**src/rtl/fft_twiddle_gen_pkg.sv**
```systemverilog
// Shared FFT package: constants and helpers used by the twiddle generator
// and its quarter-wave table.
//   twiddle_amp   : full-scale amplitude 2^(w-1)-1 (+1.0 saturated)
//   quarter_depth : quarter-wave table depth FFT_N/4
//   digit_rev     : radix-2^2 digit-reversed multiplier map 0->0,1->2,2->1,3->3
package fft_twiddle_gen_pkg;

  function automatic int twiddle_amp(input int width);
    return (1 << (width - 1)) - 1;
  endfunction

  function automatic int quarter_depth(input int fft_n);
    return fft_n / 4;
  endfunction

  // Swapping the two bits of q gives exactly the 0,2,1,3 ordering.
  function automatic logic [1:0] digit_rev(input logic [1:0] q);
    return {q[0], q[1]};
  endfunction

endpackage

```
**src/rtl/fft_twiddle_rom.sv**
```systemverilog
// Quarter-wave cosine table C(k) = round(A*cos(2*pi*k/FFT_N)), k = 0..FFT_N/4-1,
// with two independent registered read ports.
// Contents are computed at elaboration and never reset.
//   clk_i  : clock
//   addr_a : read address, port A
//   addr_b : read address, port B
//   data_a : registered C(addr_a)
//   data_b : registered C(addr_b)
module fft_twiddle_rom
  import fft_twiddle_gen_pkg::*;
#(
  parameter int TWIDDLE_WIDTH = 10,
  parameter int FFT_N         = 1024,
  parameter int NLOG2         = 10
) (
  input  logic                            clk_i,
  input  logic        [NLOG2-3:0]         addr_a,
  input  logic        [NLOG2-3:0]         addr_b,
  output logic signed [TWIDDLE_WIDTH-1:0] data_a,
  output logic signed [TWIDDLE_WIDTH-1:0] data_b
);

  localparam int  DEPTH = quarter_depth(FFT_N);
  localparam int  AMP   = twiddle_amp(TWIDDLE_WIDTH);
  localparam real PI    = 3.14159265358979323846;

  // All entries lie in the first quadrant, so the cosine is non-negative
  // and add-half-then-truncate is round-to-nearest.
  function automatic logic signed [TWIDDLE_WIDTH-1:0] cos_entry(input int k);
    real v;
    v = real'(AMP) * $cos(2.0 * PI * real'(k) / real'(FFT_N));
    return TWIDDLE_WIDTH'($rtoi(v + 0.5));
  endfunction

  logic signed [TWIDDLE_WIDTH-1:0] tab [DEPTH];

  for (genvar k = 0; k < DEPTH; k++) begin : g_tab
    assign tab[k] = cos_entry(k);
  end

  always_ff @(posedge clk_i) begin
    data_a <= tab[addr_a];
    data_b <= tab[addr_b];
  end

endmodule

```
**src/rtl/fft_twiddle_gen.sv**
```systemverilog
// Twiddle factor generator for a radix-2^2 SDF FFT stage.
// For sample index ctr_i it produces W = exp(-j*2*pi*e/FFT_N), where
// e = m*r mod FFT_N, m is the digit-reversed top two bits of ctr_i and r
// the remaining bits. Fixed 3-cycle latency, one sample per cycle.
//   clk_i   : clock, rising edge
//   rst_i   : synchronous active-high reset (control and outputs)
//   en_i    : ctr_i valid this cycle
//   ctr_i   : sample index within the frame
//   valid_o : outputs valid
//   ctr_o   : ctr_i aligned with the twiddle
//   w_re_o  : twiddle real part, signed
//   w_im_o  : twiddle imaginary part, signed
module fft_twiddle_gen
  import fft_twiddle_gen_pkg::*;
#(
  parameter int TWIDDLE_WIDTH = 10,
  parameter int FFT_N         = 1024,
  parameter int NLOG2         = 10
) (
  input  logic                            clk_i,
  input  logic                            rst_i,
  input  logic                            en_i,
  input  logic        [NLOG2-1:0]         ctr_i,
  output logic                            valid_o,
  output logic        [NLOG2-1:0]         ctr_o,
  output logic signed [TWIDDLE_WIDTH-1:0] w_re_o,
  output logic signed [TWIDDLE_WIDTH-1:0] w_im_o
);

  localparam int RW = NLOG2 - 2;

  // Two's-complement negate; the most negative code maps to +full-scale.
  // Table values never reach that code, so this only guards the edge.
  function automatic logic signed [TWIDDLE_WIDTH-1:0] neg_sat(
    input logic signed [TWIDDLE_WIDTH-1:0] x
  );
    if (x == {1'b1, {(TWIDDLE_WIDTH-1){1'b0}}})
      return {1'b0, {(TWIDDLE_WIDTH-1){1'b1}}};
    return -x;
  endfunction

  logic [1:0]       q;
  logic [1:0]       m;
  logic [RW-1:0]    r;
  logic [NLOG2-1:0] r_ext;
  logic [NLOG2-1:0] e_next;

  assign q     = ctr_i[NLOG2-1 -: 2];
  assign r     = ctr_i[RW-1:0];
  assign m     = digit_rev(q);
  assign r_ext = {2'b00, r};

  // m*r with m in 0..3 needs only shifts and one add; the NLOG2-bit
  // result is already reduced mod FFT_N.
  always_comb begin
    e_next = '0;
    case (m)
      2'd0:    e_next = '0;
      2'd1:    e_next = r_ext;
      2'd2:    e_next = r_ext << 1;
      default: e_next = r_ext + (r_ext << 1);
    endcase
  end

  // ---- Stage 1: exponent register ----
  logic             vld_p0;
  logic [NLOG2-1:0] e_p0;
  logic [NLOG2-1:0] ctr_p0;

  always_ff @(posedge clk_i) begin
    if (rst_i) vld_p0 <= 1'b0;
    else       vld_p0 <= en_i;
    e_p0   <= e_next;
    ctr_p0 <= ctr_i;
  end

  logic [1:0]    d_p0;
  logic [RW-1:0] i_p0;
  logic [RW-1:0] s_addr_p0;

  assign d_p0      = e_p0[NLOG2-1 -: 2];
  assign i_p0      = e_p0[RW-1:0];
  // FFT_N/4 - i modulo the table depth; i = 0 wraps to 0 and is zeroed later.
  assign s_addr_p0 = -i_p0;

  // ---- Stage 2: registered table read ----
  logic                            vld_p1;
  logic        [1:0]               d_p1;
  logic                            izero_p1;
  logic        [NLOG2-1:0]         ctr_p1;
  logic signed [TWIDDLE_WIDTH-1:0] c_p1;
  logic signed [TWIDDLE_WIDTH-1:0] s_raw_p1;

  fft_twiddle_rom #(
    .TWIDDLE_WIDTH (TWIDDLE_WIDTH),
    .FFT_N         (FFT_N),
    .NLOG2         (NLOG2)
  ) u_rom (
    .clk_i  (clk_i),
    .addr_a (i_p0),
    .addr_b (s_addr_p0),
    .data_a (c_p1),
    .data_b (s_raw_p1)
  );

  always_ff @(posedge clk_i) begin
    if (rst_i) vld_p1 <= 1'b0;
    else       vld_p1 <= vld_p0;
    d_p1     <= d_p0;
    izero_p1 <= (i_p0 == '0);
    ctr_p1   <= ctr_p0;
  end

  logic signed [TWIDDLE_WIDTH-1:0] s_p1;
  logic signed [TWIDDLE_WIDTH-1:0] re_p1;
  logic signed [TWIDDLE_WIDTH-1:0] im_p1;

  always_comb begin
    s_p1  = izero_p1 ? '0 : s_raw_p1;
    re_p1 = c_p1;
    im_p1 = neg_sat(s_p1);
    case (d_p1)
      2'd0: begin re_p1 = c_p1;          im_p1 = neg_sat(s_p1); end
      2'd1: begin re_p1 = neg_sat(s_p1); im_p1 = neg_sat(c_p1); end
      2'd2: begin re_p1 = neg_sat(c_p1); im_p1 = s_p1;          end
      default: begin re_p1 = s_p1;       im_p1 = c_p1;          end
    endcase
  end

  // ---- Stage 3: quadrant fold and output register ----
  always_ff @(posedge clk_i) begin
    if (rst_i) begin
      valid_o <= 1'b0;
      ctr_o   <= '0;
      w_re_o  <= '0;
      w_im_o  <= '0;
    end else begin
      valid_o <= vld_p1;
      if (vld_p1) begin
        ctr_o  <= ctr_p1;
        w_re_o <= re_p1;
        w_im_o <= im_p1;
      end
    end
  end

endmodule
```
**config.mk**
```make
export PLATFORM = sky130hd
export DESIGN_NAME = fft_twiddle_gen
export DESIGN_NICKNAME = d
export VERILOG_FILES = /design/src/rtl/fft_twiddle_gen_pkg.sv /design/src/rtl/fft_twiddle_rom.sv /design/src/rtl/fft_twiddle_gen.sv
export SDC_FILE = /design/constraint.sdc
export NUM_CORES = 1
export LEC_CHECK = 0
export CAP_MARGIN = 20
export CORE_ASPECT_RATIO = 0.5
export CORE_MARGIN = 2
export CORE_UTILIZATION = 50
export CTS_CLUSTER_DIAMETER = 80
export DETAILED_ROUTE_END_ITERATION = 8
export PLACE_DENSITY_LB_ADDON = 0.08
export SETUP_SLACK_MARGIN = 0.3
export SYNTH_ARGS = -nofsm -noshare
export SYNTH_HDL_FRONTEND = slang
export SYNTH_SLANG_ARGS = --single-unit
export TNS_END_PERCENT = 1
```
**constraint.sdc**
```tcl
create_clock -name clk_i -period 3.25 [get_ports clk_i]
set_clock_uncertainty 0.1 [all_clocks]
set_input_delay 0.975 -clock clk_i [delete_from_list [all_inputs] [get_ports clk_i]]
set_output_delay 0.975 -clock clk_i [all_outputs]
set_load 0.02 [all_outputs]
```
==> flow_summary.toml, run 1 <==
[floorplan]
initial_core_util = 0.507
core_um2 = 15300
die_h_um = 92.1
dieArea_um2 = 16600
row_count = 32
io_pins = 44
die_x_um = 180

[clock_network]
cts_tree = "done"
cts_max_path_buffers = 2
cts_buffers = 9
cts_hold_buf = 0
cts.sinks = 84
clk_latency_ps = 340
cts_setup_buffers = 0
path_clk_slew_ps = 80
cts_root_buf = "clkbuf_16"
htreeDepth = 3

[power_and_ir_drop]
power.total_mw = 4.97
vdd_drop_max_v = 0.000334
p_leak_nw = 3.37
power_density_nw_per_um2 = 564

[logic_synthesis]
synth_ff_type = "dfxtp_1"
synth_nets = 1118
synth-edff-count = 0
syn_area_um2 = 7760
ys_top_cells_by_count = "nand2_1 (118), nor2_1 (106), o21ai_0 (98)"
synth.yosys.seq_area_share = 0.217
yosys.area.top_type = "dfxtp_1"
yosysUniqueCellTypes = 78
synth_seq_cells = 84
synth_top_area_frac = 0.217
synth.top_cells.by_area = "dfxtp_1 (22%), o21ai_0 (6.3%), nand2_1 (5.7%)"
syn_inst = 1069
yosys_warnings = 0
yosysMostFrequentCell = "nand2_1"
synth.avg_cell_area_um2 = 7.26
async_flop_share = 0

[detailed_routing]
viasPerCell = 6.52
ant_nets = 0
dr_total_vias = 8342
wl_per_cell_um = 19.8
wl_mm = 25.3
firstDrtPassIters = 5
drc = 0
first_iter_violations = 1042

[grt]
antenna_found_initial = 0
grt_pass1_vias = 7127
grt.total_usage = 0.303
grt_max_degree = 53
overflow = 0
grt_pass1_wl_mm = 40.5

[setup_path]
arrival_ps = 3110
worst_ep_required_time_ps = 3440
startpoint_type = "flip-flop"
critical_path_class = "flip-flop to flip-flop"
cp_max_fo = 22
crit_path_end_kind = "flip-flop"

[run_status]
status = "completed"

[sta]
finalCriticalPeriod_ps = 2920
finalHoldViolCount = 0
relSlewSlack = 0.395
tightest_slew_ps = 901
setup_viol = 0
grt_setup_unrepaired = "true"
max_freq_mhz = 342
drv_slew = 0
min_period_over_period = 0.898

[place]
place.gp.congestion = 0.939
port_buffers = 43
place_area_um2 = 8460
dp_hpwl_mm = 17.9

[layout]
drive_above_1_share = 0.113
n_antenna_cell = 0
fin_nets = 1120
stdcell_area_um2 = 8810
area_growth_pct = 13.6

[run]
cap_violations = 0

[worst_hold_path]
hp-class = "flip-flop to flip-flop"
==> worst max-delay path, cell delays in order, from the launching register on <==
cell and delay [ps]:
dfxtp_1 410, inv_2 60, ha_1 220, buf_4 200, and3b_1 230, nor2_2 340, buf_4 330, nor2_1 130
a221oi_1 310, nor4_1 80, o31ai_1 270, buf_4 180
==> path summary, 6_finish.rpt <==
check             from  cells after the start  slack [ps]              end
min          ctr_p0[2]                      0         230        ctr_p1[2]
max            e_p0[0]                     11         330  u_rom.data_b[1]
max reg2reg    e_p0[0]                     11         330  u_rom.data_b[1]
min reg2reg  ctr_p0[2]                      0         230        ctr_p1[2]
==> area by class of cell <==
| class | count | area [um2] |
|---|---|---|
| multi-input combinational | 848 | 5550 |
| clock buffer | 9 | 225 |
| timing repair buffer | 100 | 918 |
| fill | 1444 | 6480 |
| sequential | 84 | 1690 |
| inverter | 28 | 105 |
| tap | 204 | 255 |
| clock inverter | 7 | 76.3 |
==> through the flow <==
| step | TNS, ps | util | cells | hold slack [ps] | worst slack, ps |
|---|---|---|---|---|---|
| floorplan | 0 | - | 1069 | 210 | 311 |
| global placement | 0 | 0.553 | 1263 | 211 | 22.2 |
| detailed placement | -52.5 | 0.553 | 1263 | 214 | -40.2 |
| CTS | 0 | 0.574 | 1279 | 228 | 297 |
| global route | 0 | 0.576 | 1280 | 231 | 235 |
| finish | 0 | 0.576 | 1280 | 229 | 330 |
==> state kept, by name (all words and copies together) (netlist names) <==
name,flops
izero_p1,1
u_rom.data_b,9
vld_p1,1
ctr_p0,10
e_p0,10
ctr_p1,10
w_im_o,10
d_p1,2
valid_o,1
ctr_o,10
w_re_o,10
vld_p0,1
u_rom.data_a,9
==> power breakdown <==
group	switching, mW	internal (mW)
registers	0.195	1.17
clock network	0.479	0.546
logic	1.54	1.03
total	2.22	2.75
==> logic make-up after synthesis <==
kind of cell,synth area share
AO/OA/AOI/OAI,0.313
AND/OR/NAND/NOR,0.221
buffers and inverters,0.0732
flip-flops,0.217
multiplexers,0.0937
adder cells (fa/ha/maj),0.0590
XOR/XNOR,0.0239
==> routing by layer <==
layer / track usage / wire length (um)
met1: 0.469 / 12000
met2: 0.434 / 10500
met3: 0.0604 / 2630
met4: 0.0457 / 210
met5: 0 / 0
==> timing repair <==
| item | CTS | global route |
|---|---|---|
| resized for setup | 2 | 2 |
| endpoints found under the setup margin | 2 | 12 |
| gates cloned | 0 | 0 |
| pin swaps | 0 | 0 |
==> cells in the final DEF (no fill, tap or decap), types with 12 or more instances in the layout <==
master and instances:
a211oi_1 23, a21oi_1 87, a221oi_1 12, a31oi_1 22, buf_4 53, clkdlybuf4s50_1 42, dfxtp_1 81, ha_1 34
inv_1 23, mux2i_1 31, mux4_2 14, nand2_1 118, nand2b_1 23, nand3_1 27, nor2_1 105, nor2b_1 13
nor3_1 35, o211ai_1 29, o21ai_0 98
Power figures use the tool's default switching activity.
==> run 2, diff against run 1 <==
--- a/config.mk
+++ b/config.mk
@@ -5,7 +5,7 @@
 export SDC_FILE = /design/constraint.sdc
 export NUM_CORES = 1
 export LEC_CHECK = 0
-export CAP_MARGIN = 20
+export CAP_MARGIN = 15
 export CORE_ASPECT_RATIO = 0.5
 export CORE_MARGIN = 2
 export CORE_UTILIZATION = 50
==> constraint.sdc (replaced) <==
create_clock -name clk_i -period 2.4 [get_ports clk_i]
set_clock_uncertainty 0.1 [all_clocks]
set_input_delay 0.72 -clock clk_i [delete_from_list [all_inputs] [get_ports clk_i]]
set_output_delay 0.72 -clock clk_i [all_outputs]
set_load 0.02 [all_outputs]
==> flow_summary.toml, run 2 (same netlist as run 1, synthesis figures left out) <==
[setup_path]
cp_max_fo = 10
worst_ep_required_time_ps = 2580
startpoint_type = "flip-flop"
critical_path_class = "flip-flop to flip-flop"
crit_path_end_kind = "flip-flop"
crit_start = "e_p0[0]"
arrival_ps = 2850
r2r_start = "e_p0[0]"

[place]
place_area_um2 = 9840
pre_cts_ws_ps = -579
port_buffers = 43
place.gp.congestion = 0.983
dp_cells = 1423
dp_hpwl_mm = 20.3

[layout]
drive_above_1_share = 0.300
final_common_cell = "buf_4"
stdcell_area_um2 = 10800
fin_cells = 1454
final_cell_mix = "buf_4 (205), nand2_1 (113), nor2_1 (101)"
fin_nets = 1294
n_antenna_cell = 0
utilization = 0.704
area_growth_pct = 38.7

[sta]
max_freq_mhz = 375
drv_slew = 0
hold-worst-slack_ps = 228
finalHoldViolCount = 0
grt_setup_unrepaired = "true"
tightest_slew_ps = 542
finalCriticalPeriod_ps = 2670
fin_tns_setup_ps = -1800
setup_viol = 11
worst_slack_ps = -269
relSlewSlack = 0.637
min_period_over_period = 1.11

[floorplan]
row_count = 32
die_h_um = 92.1
die_x_um = 180
core_um2 = 15300
io_pins = 44
dieArea_um2 = 16600
initial_core_util = 0.507

[clock_network]
cts_tree = "done"
cts_max_path_buffers = 2
cts.sinks = 84
htreeDepth = 3
path_clk_slew_ps = 70
cts_root_buf = "clkbuf_16"
cts_buffers = 9
cts_hold_buf = 0
clk_latency_ps = 340

[power_and_ir_drop]
p_comb_frac = 0.595
switching_power_mw = 3.33
vdd_drop_max_v = 0.000403
swShare = 0.426
clockPowerShare = 0.173
power.total_mw = 7.82
p_int_mw = 4.49
p_leak_nw = 4.60
power_density_nw_per_um2 = 727
seq_power_share = 0.232

[worst_hold_path]
min_from = "ctr_p0[7]"
hp-class = "flip-flop to flip-flop"

[grt]
grt_pass1_wl_mm = 44.7
antenna_found_initial = 1
grt_pass1_vias = 8324
grt_max_degree = 58
overflow = 0
grt.total_usage = 0.331

[detailed_routing]
wl_mm = 28.2
firstDrtPassIters = 5
dr_total_vias = 9165
drc = 0
ant_nets = 0
first_iter_violations = 1190
wl_per_cell_um = 19.4
viasPerCell = 6.30

[run]
cap_violations = 0

[run_status]
status = "complete, but fails checks"
violations = "negative setup slack"
## run 2: changes by cell type in the layout (fill, tap and decap cells not counted), sizes merged
cell           delta
dlymetal6s2s     +10
buf             +176
dlygate4sd2      +20
clkinvlp          +1
inv               -1
clkdlybuf4s50    -34
bufbuf            +1
clkbuf            +1
## run 2: final timing paths
| kind | end | cells after the start | slack (ps) |
|---|---|---|---|
| max | u_rom.data_b[1] | 12 | -270 |
| min | ctr_p1[7] | 0 | 230 |
| max reg2reg | u_rom.data_b[1] | 12 | -270 |
| min reg2reg | ctr_p1[7] | 0 | 230 |
## run 2: worst max-delay path, stage by stage (launching register included)
cell and delay [ps]:
dfxtp_4 400, inv_6 50, ha_4 170, buf_12 130, and4bb_2 270, buf_12 140, xnor2_4 130, buf_4 160
buf_4 180, a221oi_1 300, nor4_1 80, o31ai_1 310, buf_4 190
## run 2: final cells by class
cell class,instances,area (um2)
Clock inverter,7,76.3
Timing Repair Buffer,274,2410
Sequential cell,84,1700
Tap cell,204,255
Inverter,28,131
Clock buffer,9,225
Multi-Input combinational cell,848,5960
Fill cell,1244,4530
## run 2: power by group through the flow
stage / combinational [mW] / clock (mW) / sequential (mW)
2_1_floorplan: 2.52 / 0 / 1.80
3_3_place_gp: 4.09 / 0 / 1.81
3_5_place_dp: 4.13 / 0 / 1.82
4_1_cts: 4.44 / 1.37 / 1.80
5_1_grt: 4.98 / 1.42 / 1.84
6_report: 4.66 / 1.35 / 1.81
## run 2: repair_timing
item                                    4_1_cts  5_1_grt
resized for setup                           113       61
buffers inserted                             11        2
hold endpoints to repair                      0        0
endpoints found under the setup margin       54       43
pin swaps                                    36       34
gates cloned                                  2        0
## run 2: metal layers
metal  global-route usage  vias up  share of wire
met5                    0        -              0
li1                     -     4294              -
met1                0.485     4296           0.45
met2                0.509      527           0.43
met3               0.0445       48           0.10
met4               0.0921        0          0.017
==> run 3, diff against run 2 <==
--- a/config.mk
+++ b/config.mk
@@ -9,7 +9,7 @@
 export CORE_ASPECT_RATIO = 0.5
 export CORE_MARGIN = 2
 export CORE_UTILIZATION = 50
-export CTS_CLUSTER_DIAMETER = 80
+export CTS_CLUSTER_DIAMETER = 60
 export DETAILED_ROUTE_END_ITERATION = 8
 export PLACE_DENSITY_LB_ADDON = 0.08
 export SETUP_SLACK_MARGIN = 0.3
==> results of run 3 <==
No change in the layout: final DEF, timing and power equal those of run 2.
